==> src/rtl/proc_pkg.sv <==
`default_nettype none
// =============================================================================
// Module      : proc_pkg
// Description : Shared processor datapath word width and word type.
// Revision    : 1.0 - initial release
// =============================================================================
package proc_pkg;
    localparam int WORD_W = 32;
    typedef logic [WORD_W-1:0] word_t;
endpackage
`default_nettype wire

==> src/rtl/fifo32_mem.sv <==
`default_nettype none
// =============================================================================
// Module      : fifo32_mem
// Description : DEPTH x WIDTH register array, one write port, async read port.
// Revision    : 1.0 - initial release
// =============================================================================
module fifo32_mem
    import proc_pkg::*;
#(
    parameter int DEPTH = 4,
    parameter int WIDTH = WORD_W
) (
    input  logic                     clk,
    input  logic                     i_we,
    input  logic [$clog2(DEPTH)-1:0] i_waddr,
    input  logic [WIDTH-1:0]         i_wdata,
    input  logic [$clog2(DEPTH)-1:0] i_raddr,
    output logic [WIDTH-1:0]         o_rdata
);

    // Contents are not reset; the reader masks the output while empty.
    logic [WIDTH-1:0] r_mem [DEPTH];

    always_ff @(posedge clk) begin
        if (i_we) begin
            r_mem[i_waddr] <= i_wdata;
        end
    end

    assign o_rdata = r_mem[i_raddr];

endmodule
`default_nettype wire

==> src/rtl/fifo32_rd.sv <==
`default_nettype none
// =============================================================================
// Module      : fifo32_rd
// Description : First-word-fall-through read buffer, strobe push / valid-ready pop.
// Revision    : 1.0 - initial release
// =============================================================================
module fifo32_rd
    import proc_pkg::*;
#(
    parameter int DEPTH = 4,
    parameter int WIDTH = WORD_W
) (
    input  logic                     clk,
    input  logic                     clr,
    input  logic                     i_wr_en,
    input  logic [WIDTH-1:0]         i_wr_data,
    output logic                     o_full,
    output logic                     o_rd_valid,
    input  logic                     i_rd_ready,
    output logic [WIDTH-1:0]         o_rd_data,
    output logic [$clog2(DEPTH):0]   o_count,
    output logic                     o_ovf
);

    localparam int AW = $clog2(DEPTH);
    localparam int CW = AW + 1;

    logic [AW-1:0]    r_wp;
    logic [AW-1:0]    r_rp;
    logic [CW-1:0]    r_count;
    logic             r_ovf;
    logic             w_full;
    logic             w_valid;
    logic             w_push;
    logic             w_pop;
    logic [WIDTH-1:0] w_rdata;

    assign w_full  = (r_count == CW'(DEPTH));
    assign w_valid = (r_count != '0);
    // A push into a full buffer is dropped even if a pop frees a slot this cycle.
    assign w_push  = i_wr_en & ~w_full & ~clr;
    assign w_pop   = w_valid & i_rd_ready;

    always_ff @(posedge clk or posedge clr) begin
        if (clr) begin
            r_wp    <= '0;
            r_rp    <= '0;
            r_count <= '0;
            r_ovf   <= 1'b0;
        end else begin
            if (w_push) begin
                r_wp <= r_wp + AW'(1);
            end
            if (w_pop) begin
                r_rp <= r_rp + AW'(1);
            end
            if (w_push && !w_pop) begin
                r_count <= r_count + CW'(1);
            end else if (!w_push && w_pop) begin
                r_count <= r_count - CW'(1);
            end
            if (i_wr_en && w_full) begin
                r_ovf <= 1'b1;
            end
        end
    end

    fifo32_mem #(
        .DEPTH (DEPTH),
        .WIDTH (WIDTH)
    ) u_mem (
        .clk     (clk),
        .i_we    (w_push),
        .i_waddr (r_wp),
        .i_wdata (i_wr_data),
        .i_raddr (r_rp),
        .o_rdata (w_rdata)
    );

    assign o_full     = w_full;
    assign o_rd_valid = w_valid;
    assign o_rd_data  = w_valid ? w_rdata : '0;
    assign o_count    = r_count;
    assign o_ovf      = r_ovf;

endmodule
`default_nettype wire

==> config.mk <==
export PLATFORM = sky130hd
export DESIGN_NAME = fifo32_rd
export DESIGN_NICKNAME = d
export VERILOG_FILES = /design/src/rtl/proc_pkg.sv /design/src/rtl/fifo32_mem.sv /design/src/rtl/fifo32_rd.sv
export SDC_FILE = /design/constraint.sdc
export NUM_CORES = 1
export LEC_CHECK = 0
export CORE_MARGIN = 5
export CORE_UTILIZATION = 55
export CTS_BUF_LIST = sky130_fd_sc_hd__clkbuf_16
export DETAILED_ROUTE_END_ITERATION = 10
export PLACE_DENSITY = 0.78
export SETUP_SLACK_MARGIN = 0.5
export SYNTH_ARGS = -nofsm -noshare
export SYNTH_HDL_FRONTEND = slang
export SYNTH_SLANG_ARGS = --single-unit
==> constraint.sdc <==
create_clock -name clk -period 4.2 [get_ports clk]
set_clock_uncertainty 0.15 [all_clocks]
set_input_delay 0.84 -clock clk [delete_from_list [all_inputs] [get_ports clk]]
set_output_delay 0.84 -clock clk [all_outputs]
set_load 0.005 [all_outputs]
# Word level (Yosys, flattened, before mapping)
# Memories as Yosys holds them, arrays and structs flattened.
# Cells that the tools add are included.
# totals
regBits	8
ram_bits	128
input_bits	36
output_inout_bits	38
elab_cells	27
memories	1
# memory_table
memory	words	width	read_ports	rd_clocked_by_memory_dff	write_ports	line	source
u_mem.r_mem	4	32	1	0	1	fifo32_mem.sv:22	logic [WIDTH-1:0] r_mem [DEPTH];
# op_classes
addsub	4
n_eq_ne	1
n_mux	5
bitwise	5
n_reduce_logical	7
# ops
operator	n
32-bit 2-to-1 mux	1
3-bit 2-to-1 mux	2
2-bit by 1-bit adder with 2-bit output, second input constant	2
3-bit by 1-bit adder with 3-bit output, second input constant	1
1-bit AND	3
3-bit == test, second input constant	1
1-bit logical AND	3
3-bit nonzero test	1
3-bit by 1-bit subtractor with 3-bit output, second input constant	1
1-bit zero test	2
1-bit 2-to-1 mux	2
1-bit NOT	2
2-bit nonzero test	1

# Longest topological paths before layout
# logic_depth
ltp_word	8
mapped_depth	9
depth_no_buf	8

# Modules after synthesis
# A second synthesis with hierarchy kept.
# unflattened
hier_cells	236
area_unflattened_um2	5370.2
# modules_own_cells
module	n_inst	cells_each	area_each_um2	seq_area_each_um2
fifo32_mem	1	171	4689.5	3843.7
fifo32_rd	1	65	680.7	200.2

# Worst setup path before layout
# Ideal clock, no wire load.
# synth_timing
path_kind	input -> register
start	in clr
end	mem u_mem.r_mem[0][0] (netlist name), enable pin
setup_ns	0.392
arrival_ns	2.023
required_time_ns	3.658
setup_slack_ns	1.635
cell_stages	2
path_buffers	0
cell_sequence	nor3b_2 > and2_1
# synth_via
elab_chain_cells	4
# synth_rtl
element	line	source
start: declaration	fifo32_rd.sv:14	input logic clr,
1-bit NOT	fifo32_rd.sv:41	assign w_push = i_wr_en & ~w_full & ~clr;
1-bit AND	fifo32_rd.sv:41	
1-bit 2-to-1 mux	fifo32_mem.sv:25	if (i_we) begin
1-bit 2-to-1 mux (not written as such)	fifo32_mem.sv:26	r_mem[i_waddr] <= i_wdata;
end: declaration	fifo32_mem.sv:22	
# Every way passes these cells.

# Final worst setup path
# layout_timing
start	reg r_rp[0]
end	out o_rd_data[13]
# layout_via
elab_chain_cells	2
# layout_rtl
element	line	source
start: declaration	fifo32_rd.sv:29	logic [AW-1:0] r_rp;
start signal: assignment	fifo32_rd.sv:55	r_rp <= r_rp + AW'(1);
memory 4 x 32 bit	--	
32-bit 2-to-1 mux	fifo32_rd.sv:82	assign o_rd_data = w_valid ? w_rdata : '0;
end: declaration	fifo32_rd.sv:20	output logic [WIDTH-1:0] o_rd_data,
# Every way passes these cells.

==> impl_results.md <==
- DRT Pass-1 Iters: 4
- Wire per inst: 21.3 um
- Comb power frac: 29.5%
- Syn_area_per_cell: approximately 22 um^2
- N_diodes: 0
- Final setup vio count: 0
- Crit path DAT: approximately 2.6 ns
- Post-DP Area: roughly 6200 um^2
- Pwr Density: 700 nW/um^2
- Synth-to-Final Area Change: 27.4%
- Worst-path clk slew: 0.06 ns
- CTS Buffer Depth: 2
- Die H: 108 um
- Buf+Inv Stages, Crit Path: 2
- First-pass GRT wire length: 15500 um
- DIE AREA: between 10000 and 15000 um^2
- Total wire length: 10100 um
- Clock latency on the worst-skew pair: 0.41 ns
- Period utilization: 84.6%
- XOR/XNOR Fraction of Synth Area: 0.985%
- ANT nets after route: 0
- Main flop type after synthesis: edfxtp_1
- CP top delay family: buffers and inverters
- Multiplexer share of the synthesized area: about 14%
- Crit path cell chain: buf_4, mux4_2, and2_1, clkdlybuf4s50_1
- Critical path fanouts, max: 19
- # fillers: 574
- Final non-filler cell area: 6790 um^2
- Port buffer count: between 70 and 80
- Synth Net Count: 283
- Layout Utilization: 70.8%
- Core area: 9590 um^2
- Status: finished, final reports clean
- HP Class: reg2reg
- Maximum VDD drop: around 0.41 mV
- Register area: between 4000 and 5000 um^2
- Hold Path Cell Cnt: 1
- Worst setup EP type: output pin
- PnR Total Power: 4.76 mW
- Worst hold margin: approximately 0.31 ns
- Synth Register Bits: 136
- Die X: 108 um
- Complex-gate fraction of the synthesized area: less than 1%
- Initial core utilization: 55.6%
- Clk network pwr share: around a third
- DRC viols: 0
- Vias in the first global route: around 2800
- Area of the multi-input gates: 1180 um^2
- Crit path largest cell delay: 0.66 ns
- CP Launch Type: flop
- Root Driver: clkbuf_16
- Internal power: 3.52 mW
- Synth Area in Adders: about 1.5%
- Fin Setup TNS: 0 ns
- Post-synth EDFFs: 128
- Placed insts: 442
- Ys Warns: 0
- Asr flop ratio synth: 5.88%
- RSZ-0062 raised after global routing: false
- R2r startpoint: o_count[0]
- Share of cells above drive strength 1: about 22%
- Period minus WS final: ~3.6 ns
- Largest net degree at the start of global routing: 36
- Syn Std Cell Area: ~5300 um^2
- Worst Hold End: o_ovf
- Antenna violations before repair: 0
- CTS Buf Count: 17
- Total Routing Usage GR: between 10% and 20%
- Slowest CP cell: dfrtp_4
- Ports: 74
- Slew Limit Fails: 0
- Simple-gate share of the synthesized area: 5.04%
- Post-DP HPWL: 5590 um
- Rows: 36
- Least-Margin Pin Slew: a little under 0.9 ns
- Cells after Synth: roughly 240
- Fmax achieved: 281 MHz
- Flop pwr share: approximately two fifths
- HP Start: o_ovf
- Post-layout nets: 370
- Pre-CTS WS: 0.960 ns
- R2R Path End: o_count[2]
- Grt total ovfl: 0
- Initial DRC Count: 174
- Worst R2R Path Depth: 8
- Max-cap violations: 0
- Count of cell types in the netlist: 21
- GPL Wtd Cong: about 0.76
- Switch share: 25.9%
- Setup CP Type: reg2out
- CTS tree: yes
- FF-to-FF setup slack: between 1 and 1.5 ns
- Critical Path RT: 3.21 ns
- Final Hold Fails: 0
- H-tree level count: 4
- Clock sinks: 136
- Vias after detailed routing: 2567
- LEAKAGE: 2.28 nW
- Worst Slack Setup Final: 0.645 ns
- Setup Fix Bufs, Post-CTS: 0
- Post-Layout Cell Count: approximately 470
- Seq/Total Area, Yosys: around three quarters
- Via density per instance: around 5.4
- Switching Power: 1.23 mW
- Max-slew headroom: roughly two fifths
- Main combinational cell family by area after synthesis: multiplexers
[flip-flops by register name, summed over array words and instances (netlist names)]
register,flops
u_mem.r_mem,128
o_count,3
r_rp,2
r_wp,2
o_ovf,1
[Yosys cell counts, types with 2 or more instances]
library cell	n	area [um^2]
mux2_2	2	22.5
buf_2	3	15.0
dfrtp_1	8	200
xnor2_1	4	35.0
xor2_1	2	17.5
and2_1	36	225
mux4_1	4	105
ha_1	5	62.6
inv_1	4	15.0
mux4_2	28	631
edfxtp_1	128	3840
clkbuf_1	5	18.8
nor3b_2	2	25.0
buf_12	3	60.1
[cells in the final DEF (no fill, tap or decap), drive strengths merged]
master	synthesis	layout
clkbuf	5	17
nor3b	2	2
inv	4	7
xnor2	4	4
clkinvlp	0	2
nand2	1	1
mux2	2	2
fa	1	1
or3	1	1
nand3	1	1
edfxtp	128	128
a21o	1	1
clkinv	0	7
xor2	2	2
dfrtp	8	8
mux4	32	32
nor2	1	1
and2	36	36
bufinv	0	3
buf	7	7
clkdlybuf4s50	0	73
ha	5	5
[per-layer routing]
metal | GRT usage [%] | vias up | routed length (um)
met3 | 5.37 | 18 | 532
met1 | 24.4 | 1316 | 4100
li1 | - | 1142 | -
met2 | 29.3 | 91 | 5210
met4 | 8.75 | 0 | 232
met5 | 0 | - | 0
[power by group through the flow]
stage / Sequential (mW) / Combinational [mW] / Clock, mW
final: 1.86 / 1.40 / 1.50
after global placement: 1.87 / 1.39 / 0
after CTS: 1.86 / 1.43 / 1.52
after global routing: 1.88 / 1.52 / 1.58
after floorplan: 1.75 / 0.879 / 0
after detailed placement: 1.88 / 1.41 / 0
[how the worst max path moves through the flow]
stage | cells after the start | slack [ns] | startpoint | end
CTS | 3 | 0.56 | o_count[0] | o_rd_data[31]
floorplan | 2 | 1.63 | clr | u_mem.r_mem[0][0]
global route | 4 | 0.55 | r_rp[0] | o_rd_data[13]
finish | 4 | 0.64 | r_rp[0] | o_rd_data[13]
global placement | 4 | 1.00 | r_rp[0] | o_rd_data[19]
detailed placement | 4 | 0.96 | r_rp[0] | o_rd_data[13]
[kinds of logic (layout without fill, tap and decap cells)]
family	after synthesis	count (layout)
AOI/OAI and AO/OA	1	1
and+or+nand+nor	42	42
DFF	136	136
buffers and inverters	16	116
adders and majority gates	6	6
xor gates and xnor gates	6	6
muxes	34	34
[layout make-up]
type                    count  area share [%]
flip-flops and latches    136            59.6
well taps                 133            2.45
clock buffers              17            6.26
repair buffers             80            11.5
inverters                   4           0.221
clock inverters            15            2.63
multi-input cells          89            17.3
[worst reg2reg max path, stage by stage, from the launching register on]
cell	delay, ns
dfrtp_1	0.46
or3_2	0.82
nand2_1	0.23
ha_1	0.21
inv_1	0.07
fa_1	0.37
xor2_1	0.16
nor2_1	0.11
xor2_1	0.17
[repair_timing]
item	4_1_cts	5_1_grt
setup endpoints to repair	1	24
pin swaps	0	0
resized for setup	1	1
hold buffers	0	0
Power figures use the tool's default switching activity.
